## config.mk

```make
export PLATFORM = sky130hd
export DESIGN_NAME = dot4_requester
export DESIGN_NICKNAME = d
export VERILOG_FILES = /design/src/rtl/dot4_requester.sv
export SDC_FILE = /design/constraint.sdc
export NUM_CORES = 1
export LEC_CHECK = 0
export CORE_MARGIN = 3
export CORE_UTILIZATION = 42
export CTS_CLUSTER_DIAMETER = 100
export DETAILED_ROUTE_END_ITERATION = 8
export HOLD_SLACK_MARGIN = 0.06
export MAX_ROUTING_LAYER = met4
export PLACE_DENSITY = 0.87
export SKIP_CTS_REPAIR_TIMING = 1
export SLEW_MARGIN = 10
export SYNTH_ARGS = -nofsm -noshare
export SYNTH_HDL_FRONTEND = slang
export SYNTH_SLANG_ARGS = --single-unit
```

## constraint.sdc

```tcl
create_clock -name clk -period 1.65 [get_ports clk]
set_input_delay 0.33 -clock clk [delete_from_list [all_inputs] [get_ports clk]]
set_output_delay 0.33 -clock clk [all_outputs]
set_load 0.05 [all_outputs]
```

## src/rtl/dot4_requester.sv

```systemverilog
// ---------------------------------------------------------------------------
// dot4_requester
//
// Collects four (weight, activation) operand pairs from an upstream
// valid/ready stream into lanes a..d, launches a shared-multiplier engine
// with a one-cycle start pulse, waits (bounded by TIMEOUT cycles) for the
// engine's completion pulse, then presents the engine result downstream on
// a valid/ready port. Transactions never overlap: operands are accepted only
// while collecting.
//
// Handshake rule (both streams): a transfer happens on a rising clk edge
// where valid and ready are both 1. The sender holds valid and its payload
// stable until that edge; ready may change at any time.
//
// Ports
//   clk         in   clock, rising edge
//   rstb        in   asynchronous active-low reset
//   in_valid    in   upstream operand pair valid
//   in_ready    out  block accepts an operand pair (only while collecting)
//   in_w        in   [WIDTH]   weight operand
//   in_x        in   [WIDTH]   activation operand
//   eng_w       out  [4*WIDTH] weight lanes, lane k at [WIDTH*k +: WIDTH]
//   eng_x       out  [4*WIDTH] activation lanes, same layout
//   eng_start   out  one-cycle engine start pulse
//   eng_done    in   engine completion pulse (only observed while waiting)
//   eng_result  in   [WIDTH]   engine result, valid with eng_done
//   res_valid   out  result available downstream
//   res_ready   in   downstream accepts the result
//   res_data    out  [WIDTH]   result (engine value, or 0 on timeout)
//   res_err     out  result ended by timeout
//   dbg_state   out  [2]       current FSM state (0 COLLECT, 1 START,
//                              2 WAIT, 3 RESP)
// ---------------------------------------------------------------------------
module dot4_requester #(
  parameter int WIDTH   = 32,
  parameter int TIMEOUT = 64
) (
  input  logic                 clk,
  input  logic                 rstb,
  input  logic                 in_valid,
  output logic                 in_ready,
  input  logic [WIDTH-1:0]     in_w,
  input  logic [WIDTH-1:0]     in_x,
  output logic [4*WIDTH-1:0]   eng_w,
  output logic [4*WIDTH-1:0]   eng_x,
  output logic                 eng_start,
  input  logic                 eng_done,
  input  logic [WIDTH-1:0]     eng_result,
  output logic                 res_valid,
  input  logic                 res_ready,
  output logic [WIDTH-1:0]     res_data,
  output logic                 res_err,
  output logic [1:0]           dbg_state
);

  typedef enum logic [1:0] {
    S_COLLECT = 2'd0,
    S_START   = 2'd1,
    S_WAIT    = 2'd2,
    S_RESP    = 2'd3
  } state_t;

  localparam int CW = (TIMEOUT > 1) ? $clog2(TIMEOUT) : 1;
  localparam logic [CW-1:0] WAIT_LAST = CW'(TIMEOUT - 1);

  state_t        state;
  logic [1:0]    cnt;
  logic [CW-1:0] wait_cnt;

  assign dbg_state = state;

  // All outputs are flops updated alongside the state, so every output
  // changes only on a clock edge (or asynchronously on reset).
  always_ff @(posedge clk or negedge rstb) begin
    if (!rstb) begin
      state     <= S_COLLECT;
      cnt       <= 2'd0;
      wait_cnt  <= '0;
      eng_w     <= '0;
      eng_x     <= '0;
      in_ready  <= 1'b1;
      eng_start <= 1'b0;
      res_valid <= 1'b0;
      res_data  <= '0;
      res_err   <= 1'b0;
    end else begin
      case (state)
        S_COLLECT: begin
          if (in_valid && in_ready) begin
            eng_w[WIDTH*int'(cnt) +: WIDTH] <= in_w;
            eng_x[WIDTH*int'(cnt) +: WIDTH] <= in_x;
            cnt <= cnt + 2'd1;               // wraps to 0 after lane d
            if (cnt == 2'd3) begin
              state     <= S_START;
              in_ready  <= 1'b0;
              eng_start <= 1'b1;
            end
          end
        end

        S_START: begin
          // eng_done is deliberately not looked at here.
          eng_start <= 1'b0;
          wait_cnt  <= '0;
          state     <= S_WAIT;
        end

        S_WAIT: begin
          // Completion wins over a timeout that fires in the same cycle.
          if (eng_done) begin
            res_data  <= eng_result;
            res_err   <= 1'b0;
            res_valid <= 1'b1;
            state     <= S_RESP;
          end else if (wait_cnt == WAIT_LAST) begin
            res_data  <= '0;
            res_err   <= 1'b1;
            res_valid <= 1'b1;
            state     <= S_RESP;
          end else begin
            wait_cnt <= wait_cnt + 1'b1;
          end
        end

        S_RESP: begin
          if (res_ready) begin
            res_valid <= 1'b0;
            in_ready  <= 1'b1;
            cnt       <= 2'd0;
            state     <= S_COLLECT;
          end
        end

        default: begin
          state     <= S_COLLECT;
          in_ready  <= 1'b1;
          eng_start <= 1'b0;
          res_valid <= 1'b0;
        end
      endcase
    end
  end

endmodule

```

# After elaboration in Yosys (flattened, before gate mapping)
# Index checks and enable logic that the tools add are counted.
op_classes:
  n_shift: 3
  n_reduce_logical: 15
  n_addsub: 3
  eq_ne: 11
  mux: 27
ops:
  columns: ["cell", "count"]
  rows:
  - ["$bwmux W128", 2]
  - ["$shiftx A32 B33 Y128", 2]
  - ["$shift A32 B33 Y128 const A", 1]
  - ["$mux W32", 2]
  - ["$neg A7 Y33", 1]
  - ["$mux W2", 6]
  - ["$mux W6", 2]
  - ["$pmux W6 S2", 1]
  - ["$reduce_and A3 Y1", 4]
  - ["$ne A2 B2 Y1 const B", 5]
  - ["$reduce_bool A2 Y1", 5]
  - ["$mux W1", 9]
  - ["$pmux W2 S4", 1]
  - ["$reduce_and A4 Y1", 2]
  - ["$add A6 B1 Y6 const B", 1]
  - ["$eq A2 B2 Y1 const B", 3]
  - ["$eq A6 B6 Y1 const B", 1]
  - ["$pmux W1 S2", 3]
  - ["$pmux W2 S2", 1]
  - ["$reduce_and A2 Y1", 2]
  - ["$ne A3 B3 Y1 const B", 1]
  - ["$add A2 B1 Y2 const B", 1]
  - ["$eq A2 B1 Y1 const B", 1]
  - ["$logic_not A2 Y1", 1]
  - ["$logic_and A1 B1 Y1", 1]
word_totals:
  regBits: 302
  wordCells: 69
  output_inout_bits: 294

# Depth between registers and ports, before layout
# Gate-level depths: netlist (run 1).
logic_depth:
  ltp_word: 4
  depth_mapped: 9
  mapped_depth_nobuf: 6

# Worst setup path before layout (run 1)
# Ideal clock, no wire load.
synth_timing:
  path_type: "flip-flop to flip-flop"
  start: "register state[0] (netlist: dbg_state[0])"
  end: "register eng_w[0]"
  t_required_ns: 1.583
  path_stages_with_launch: 7
  path_slack_ns: -0.373
  arrival_time_ns: 1.956
  synth_period_minus_slack_ns: 2.023
  path_buffers: 2
  setup_time_ns: 0.067
  path_cell_list: "dfrtp_1 -> inv_1 -> ha_1 -> nand4_1 -> clkbuf_1 -> clkbuf_1 -> a22o_1"
synth_between:
  elab_chain_len: 2
synth_rtl:
  columns: ["item", "line", "rtl"]
  rows:
  - ["start: declaration", "66", "state_t state;"]
  - ["start signal: assignment", "76", "state <= S_COLLECT;"]
  - ["start signal: assignment", "94", "state <= S_START;"]
  - ["start signal: assignment", "105", "state <= S_WAIT;"]
  - ["$logic_not A2 Y1", "87", "case (state)"]
  - ["$reduce_and A2 Y1 (no line)", null, null]
  - ["end signal: indexed assignment", "90", "eng_w[WIDTH*int'(cnt) +: WIDTH] <= in_w;"]
  - ["end: declaration", "44", "output logic [4*WIDTH-1:0] eng_w,"]
# Every way passes these cells.
# A chain may end at the register's enable or synchronous reset.

# Worst setup path after layout (run 1)
layout_timing:
  start: "register cnt[0]"
  end: "register eng_w[22]"
layout_between:
  elab_chain_len: 3
  elab_cells_between_ends: 4
  classes_between: "add/sub: 1; shift: 2; mux: 1"
layout_rtl:
  columns: ["item", "line", "rtl"]
  rows:
  - ["start: declaration", "67", "logic [1:0] cnt;"]
  - ["start signal: assignment", "92", "cnt <= cnt + 2'd1;"]
  - ["$neg A7 Y33 *", "90", null]
  - ["$shiftx A32 B33 Y128 / $shift A32 B33 Y128 (equally long branches)", "90", null]
  - ["$bwmux W128 *", "90", null]
# Every way passes the cells marked *; elsewhere a longest branch is shown, timed or not.

==> reports/qor.txt, run 1 <==
outcome: complete, but fails checks
violated checks: setup timing
Vias/cell: 5.353
Buf/Inv on CP: 3
r2r startpoint: cnt[0]
Final setup viols: 179
Worst Max-Slew Pin Slew: 0.5546 ns
largest net degree at the start of global routing: 74
Cell variety after synth: 42
total number of vias: 10.48k
Inserted Diodes: 0
final core occ: 0.6409
htree depth: 1
CORE AREA: 0.02740 mm²
Fin. Hold Viols: 0
I/O pins: 395
gr ovfl total: 0
CTS Sinks: 302
non-filler cells in the finished layout: 1958
cell area after layout: 0.01756 mm²
pre-CTS setup slack: -0.3728 ns
hold slack: 0.2005 ns
Net count, final: 1675
CP required: 2.14 ns
final worst setup slack: -0.2072 ns
clk slew on worst S/H paths: 0.06 ns
Net Count, Synth: 1252
CTS Buffer Depth: 3
routed wire length: 39800 µm
vias in the first global route: 10.26k
First-pass DRT Iterations: 5
CP Launch Point: cnt[0]
Setup Crit Path Kind: reg2reg
Die Width: 174.2 µm
DRC Markers: 0
Starting Density: 0.4335
first-pass GRT wire length: 58720 µm
CP Capture Type: register
CP cell instances: inv_4 > ha_1 > nor4b_4 > buf_6 > clkbuf_16 > a22o_1
cts bufs inserted: 31
FF+latch count, synth: 302
GRT Total Usage: 0.2479
die span in y: 174.2 µm
Multi-input gate area: 0.003961 mm²
Leak: 8.635 nW
die footprint: 0.03033 mm²
Post-Syn Area per Cell: 10.43 µm²
count of buffers from port buffering: 394
Synth warnings: 0
Slowest-stage cell, CP: dfrtp_2
fin crit period: 1.857 ns
Slew headroom: 0.6302
number of antenna violations at the first check in global routing: 0
clock root buffer: clkbuf_16
Critical R2R Capture: eng_w[22]
layout cells sized above 1: 0.2869
post-DP HPWL: 26800 µm
worst-path maximum fanout: 9
CP Launch Type: register
Max Cap Viol: 0
Post-Synthesis Cells: 1139
GP Congestion: 0.8808
Register-to-Register Path Depth: 6
slowest stage delay, CP: 0.44 ns
fillers: 2003
row cnt: 60
Mapped Area: 0.01188 mm²
critical path arrival: 2.35 ns
final clock skew: 0.02739 ns
R2R Setup Slk: -0.21 ns
Tcrit/Tclk final: 1.126
CTS tree: yes
placed inst area: 0.01606 mm²
RSZ-0062 raised after global routing: true
DR iter-0 viols: 880
post-synthesis sequential area ratio: 0.6364
Slew Viols, Final: 0
hold crit path type: in2async
worst setup path end: eng_w[22]
Cell Pwr Density: 857.8 mW/mm²
Top delay family on crit path: buffers and inverters
Cells after DPL: 1877
post-route ant nets: 0
Levels on crit path: 6
maximum clock frequency: 0.5384 GHz
area added between synthesis and finish: 47.86%
Max IR drop VDD: 662.4 µV
Avg WL per Cell: 20.32 µm
Skew-Pair Late Insertion Delay: 0.56 ns
register area: 0.007562 mm²
## final cells by class
class,count,area share
clock buffers,45,0.05115
clock inverters,12,0.007837
inverters,6,0.001710
multi-input cells,747,0.2256
flip-flops and latches,302,0.4306
well taps,372,0.02650
repair buffers,474,0.2566
## synthesized netlist by cell type (all sizes together)
cell       n  share of area
a21boi     1        0.00063
a21o       2         0.0013
a21oi      5         0.0024
a22o      97          0.072
a22oi      1        0.00063
a311o      1        0.00084
a31oi      1        0.00053
a41oi      1        0.00074
and2       2         0.0013
and3       3         0.0016
and4       2         0.0017
and4b      2         0.0017
buf       51          0.029
clkbuf    33          0.010
dfrtp    301           0.63
dfstp      1         0.0022
ha        12          0.013
inv        6         0.0019
mux2       2         0.0019
mux2i      2         0.0017
nand2    394           0.12
nand2b     4         0.0021
nand3      1        0.00042
nand4      1        0.00053
nand4b     1        0.00074
nor2       3        0.00095
nor3       1         0.0014
nor3b      3         0.0019
nor4b      1         0.0013
o21ai    201          0.085
o221a      1        0.00095
o2bb2ai    1        0.00074
o32a       1        0.00084
## through the flow
stage | setup TNS (ns) | power [mW]
floorplan | -3.445 | 7.579
global placement | -30.55 | 8.128
detailed placement | -47.12 | 8.135
CTS | -13.34 | 15.16
global route | -36.04 | 15.53
finish | -13.82 | 15.06
## worst min-delay path by stage
stage                     start          to  slack, ns  cells past startpoint
after floorplan            rstb      cnt[0]       0.03                      0
after global placement     rstb  eng_w[122]       0.19                      1
after detailed placement   rstb  eng_w[122]       0.19                      1
after CTS                  rstb  eng_w[119]      -0.40                      1
after global routing       rstb  eng_w[122]       0.22                      2
final                      rstb  eng_w[122]       0.20                      2
## layout by cell type, fill, tap and decap left out, types with 3 or more instances in the layout
cell type and count:
clkdlybuf4s50_1 99, bufinv_16 3, nand2_1 390, inv_4 3
o21ai_0 135, o21ai_1 64, dfrtp_1 298, ha_4 3
nand2b_1 3, a21oi_1 4, clkbuf_1 7, dfrtp_2 3
a22o_1 97, ha_1 9, clkbuf_16 40, buf_6 10
buf_12 39, clkinv_2 8, clkbuf_8 7, buf_4 314
## sequential cells by signal, summed over array words and instances (netlist names)
signal,flops
cnt,2
in_ready,1
eng_start,1
res_err,1
res_valid,1
dbg_state,2
res_data,32
eng_x,128
wait_cnt,6
eng_w,128
## cell families after synthesis
family / count (synthesis) / share of synthesized area
buf+inv: 90 / 0.04129
mux: 4 / 0.003582
flops: 302 / 0.6364
simple gates: 418 / 0.1400
fa+ha+maj: 12 / 0.01264
compound gates: 313 / 0.1661
## metal layers
metal / routed length [µm] / vias to the layer above / track usage
met4: 1547 / 0 / 0.08814
met3: 3733 / 107 / 0.05461
met1: 15200 / 5086 / 0.3092
li1: - / 4692 / -
met2: 19320 / 596 / 0.4009
met5: 0 / - / -
## report_power, final
group          internal, mW  leakage, nW  switching [mW]  total [mW]
clock                  4.22        0.514            2.84        7.06
sequential             7.41         4.19               0        7.41
combinational         0.275         3.93           0.323       0.597
total                  11.9         8.63            3.16        15.1
Note: power is estimated with default switching activity, not from simulation.
==> run 2, diff against run 1 <==
CORE_ASPECT_RATIO = 1.25   (was not set)
==> run 2 against run 1 <==
  * Final cell count down 0.51%
  * Critical path depth up 2
  * Critical path type unchanged
  * Global-route usage about the same
  * Core utilization up 0.99 points
  * Register-to-register slack better by 0.09 ns
  * Cell area up 2.8%
  * Highest routed layer unchanged
  * Fmax up 4.9%
  * The run still ends with setup timing left
==> reports/qor.txt, run 2 (same netlist as run 1, synthesis figures left out) <==
Starting Density: 0.4282 (was 0.4335)
critical path arrival: 2.24 ns (was 2.35 ns)
CP Capture Type: register (unchanged)
Skew-Pair Late Insertion Delay: 0.56 ns (about the same)
worst-path maximum fanout: 9 (unchanged)
fillers: 1970 (was 2003)
violated checks: setup timing (unchanged)
CP cell instances: inv_4 > ha_4 > nor3b_4 > buf_4 > buf_12 > buf_12 > nand2_2 > o21ai_2 (was inv_4 > ha_1 > nor4b_4 > buf_6 > clkbuf_16 > a22o_1)
outcome: complete, but fails checks (unchanged)
CP Launch Point: cnt[0] (unchanged)
CTS Sinks: 302 (unchanged)
r2r startpoint: cnt[0] (unchanged)
Clk network pwr share: 0.453 (was 0.469)
most frequent cells in the layout: 344 x nand2_1, 321 x buf_4, 298 x dfrtp_1 (was 390 x nand2_1, 314 x buf_4, 298 x dfrtp_1)
RSZ-0062 raised after global routing: true (unchanged)
DR iter-0 viols: 680 (was 880)
fin crit period: 1.770 ns (was 1.857 ns)
CP Launch Type: register (unchanged)
die footprint: 0.03035 mm² (was 0.03033 mm²)
htree depth: 1 (unchanged)
Tcrit/Tclk final: 1.073 (was 1.126)
Die Width: 156.4 µm (was 174.2 µm)
CTS Buffer Depth: 3 (unchanged)
cts bufs inserted: 29 (was 31)
Reg power frac: 0.506 (was 0.492)
clk slew on worst S/H paths: 0.06 ns (about the same)
post-route ant nets: 0 (unchanged)
DRC Markers: 0 (unchanged)
Leak: 8.867 nW (was 8.635 nW)
routed wire length: 43910 µm (was 39800 µm)
CP required: 2.12 ns (was 2.14 ns)
count of buffers from port buffering: 394 (unchanged)
die span in y: 194.0 µm (was 174.2 µm)
largest net degree at the start of global routing: 59 (was 74)
CORE AREA: 0.02774 mm² (was 0.02740 mm²)
clock root buffer: clkbuf_16 (unchanged)
Max IR drop VDD: 904.5 µV (was 662.4 µV)
critical path's most frequent cell: buf_12
post-DP HPWL: 27290 µm (was 26800 µm)
first-pass GRT wire length: 58280 µm (was 58720 µm)
area added between synthesis and finish: 51.99% (was 47.86%)
I/O pins: 395 (unchanged)
number of antenna violations at the first check in global routing: 0 (unchanged)
pre-CTS setup slack: -0.2803 ns (was -0.3728 ns)
maximum clock frequency: 0.5649 GHz (was 0.5384 GHz)
vias in the first global route: 10.40k (was 10.26k)
Slew headroom: 0.6992 (was 0.6302)
Avg WL per Cell: 22.54 µm (was 20.32 µm)
most common cell after layout, fill and taps aside: nand2_1 (unchanged)
GP Congestion: 0.8618 (was 0.8808)
combinational share of power: 0.041 (was 0.040)
Setup Crit Path Kind: reg2reg (unchanged)
Slew Viols, Final: 0 (unchanged)
Net count, final: 1691 (was 1675)
Cell Pwr Density: 810.5 mW/mm² (was 857.8 mW/mm²)
Max Cap Viol: 0 (unchanged)
Vias/cell: 5.566 (was 5.353)
switching power: 3.200 mW (was 3.164 mW)
layout cells sized above 1: 0.3411 (was 0.2869)
Fin. Hold Viols: 0 (unchanged)
First-pass DRT Iterations: 5 (unchanged)
Total Power: 14.63 mW (was 15.06 mW)
Largest regs: eng_w x128, eng_x x128, res_data x32 (unchanged)
Slowest-stage cell, CP: dfrtp_2 (unchanged)
Final setup viols: 110 (was 179)
CTS tree: yes (unchanged)
hold crit path type: in2async (unchanged)
gr ovfl total: 0 (unchanged)
GRT Total Usage: 0.2481 (was 0.2479)
final worst setup slack: -0.1202 ns (was -0.2072 ns)
P_int: 11.43 mW (was 11.90 mW)
total number of vias: 10.84k (was 10.48k)
Worst Max-Slew Pin Slew: 0.4511 ns (was 0.5546 ns)
row cnt: 68 (was 60)
slowest stage delay, CP: 0.42 ns (was 0.44 ns)
Inserted Diodes: 0 (unchanged)
final clock skew: 0.01078 ns (was 0.02739 ns)
Net Sw Frac: 0.2187 (was 0.2100)
-- run 2: metal layers --
metal	vias to the layer above	share of wire	GRT usage
met5	-	0	-
met4	0	0.041	0.08012
met3	133	0.090	0.04443
met2	684	0.50	0.4184
met1	5289	0.37	0.3023
li1	4736	-	-
-- run 2: layout make-up --
type                            instances  area [µm²]  area share
Clock inverter                         12       126.4    0.007000
Tap cell                              350       437.9     0.02426
Timing Repair Buffer                  489        4760      0.2637
Clock buffer                           39       813.3     0.04505
Inverter                                6       27.53    0.001525
Multi-Input combinational cell        750        4325      0.2396
Sequential cell                       302        7562      0.4189
-- run 2: worst paths after layout --
kind | endpoint | slack [ns] | cells after the start
setup / recovery | eng_w[36] | -0.12 | 8
hold / removal | eng_w[70] | 0.30 | 2
setup reg to reg | eng_w[36] | -0.12 | 8
hold reg to reg | eng_w[37] | 0.48 | 2
max in group asynchronous | eng_w[90] | 0.63 | 3
min in group clk | res_data[26] | 0.39 | 2
-- run 2: metrics by stage --
stage                     cells  TNS [ns]  area (µm²)    util  hold WS (ns)
after floorplan            1139    -3.445       12080       -       0.03441
after global routing       1948    -20.24       18050  0.6508        0.3149
after detailed placement   1855    -52.07       16010  0.5773        0.2822
after CTS                  1906    -13.77       16950  0.6112       -0.3039
final                      1948    -3.636       18050  0.6508        0.2955
after global placement     1855    -42.96       16010  0.5773        0.2843
-- run 2: worst max-delay path, delay by kind of cell, from the launching register on --
kind            cells  cell delay, ns
compound gates      1            0.18
fa+ha+maj           1            0.31
buf+inv             4            0.51
flops               1            0.42
simple gates        2            0.28
-- run 2: power groups by stage --
stage	logic, mW	clock network [mW]	registers [mW]
4_1_cts	0.593	6.70	7.40
6_report	0.606	6.62	7.40
3_3_place_gp	0.580	0	7.54
2_1_floorplan	0.0354	0	7.54
5_1_grt	0.653	7.00	7.40
3_5_place_dp	0.589	0	7.54
==> run 3, diff against run 2 <==
CAP_MARGIN = 20   (was not set)
==> results of run 3 <==
The final DEF is identical to that of run 2; final timing and power are the same.
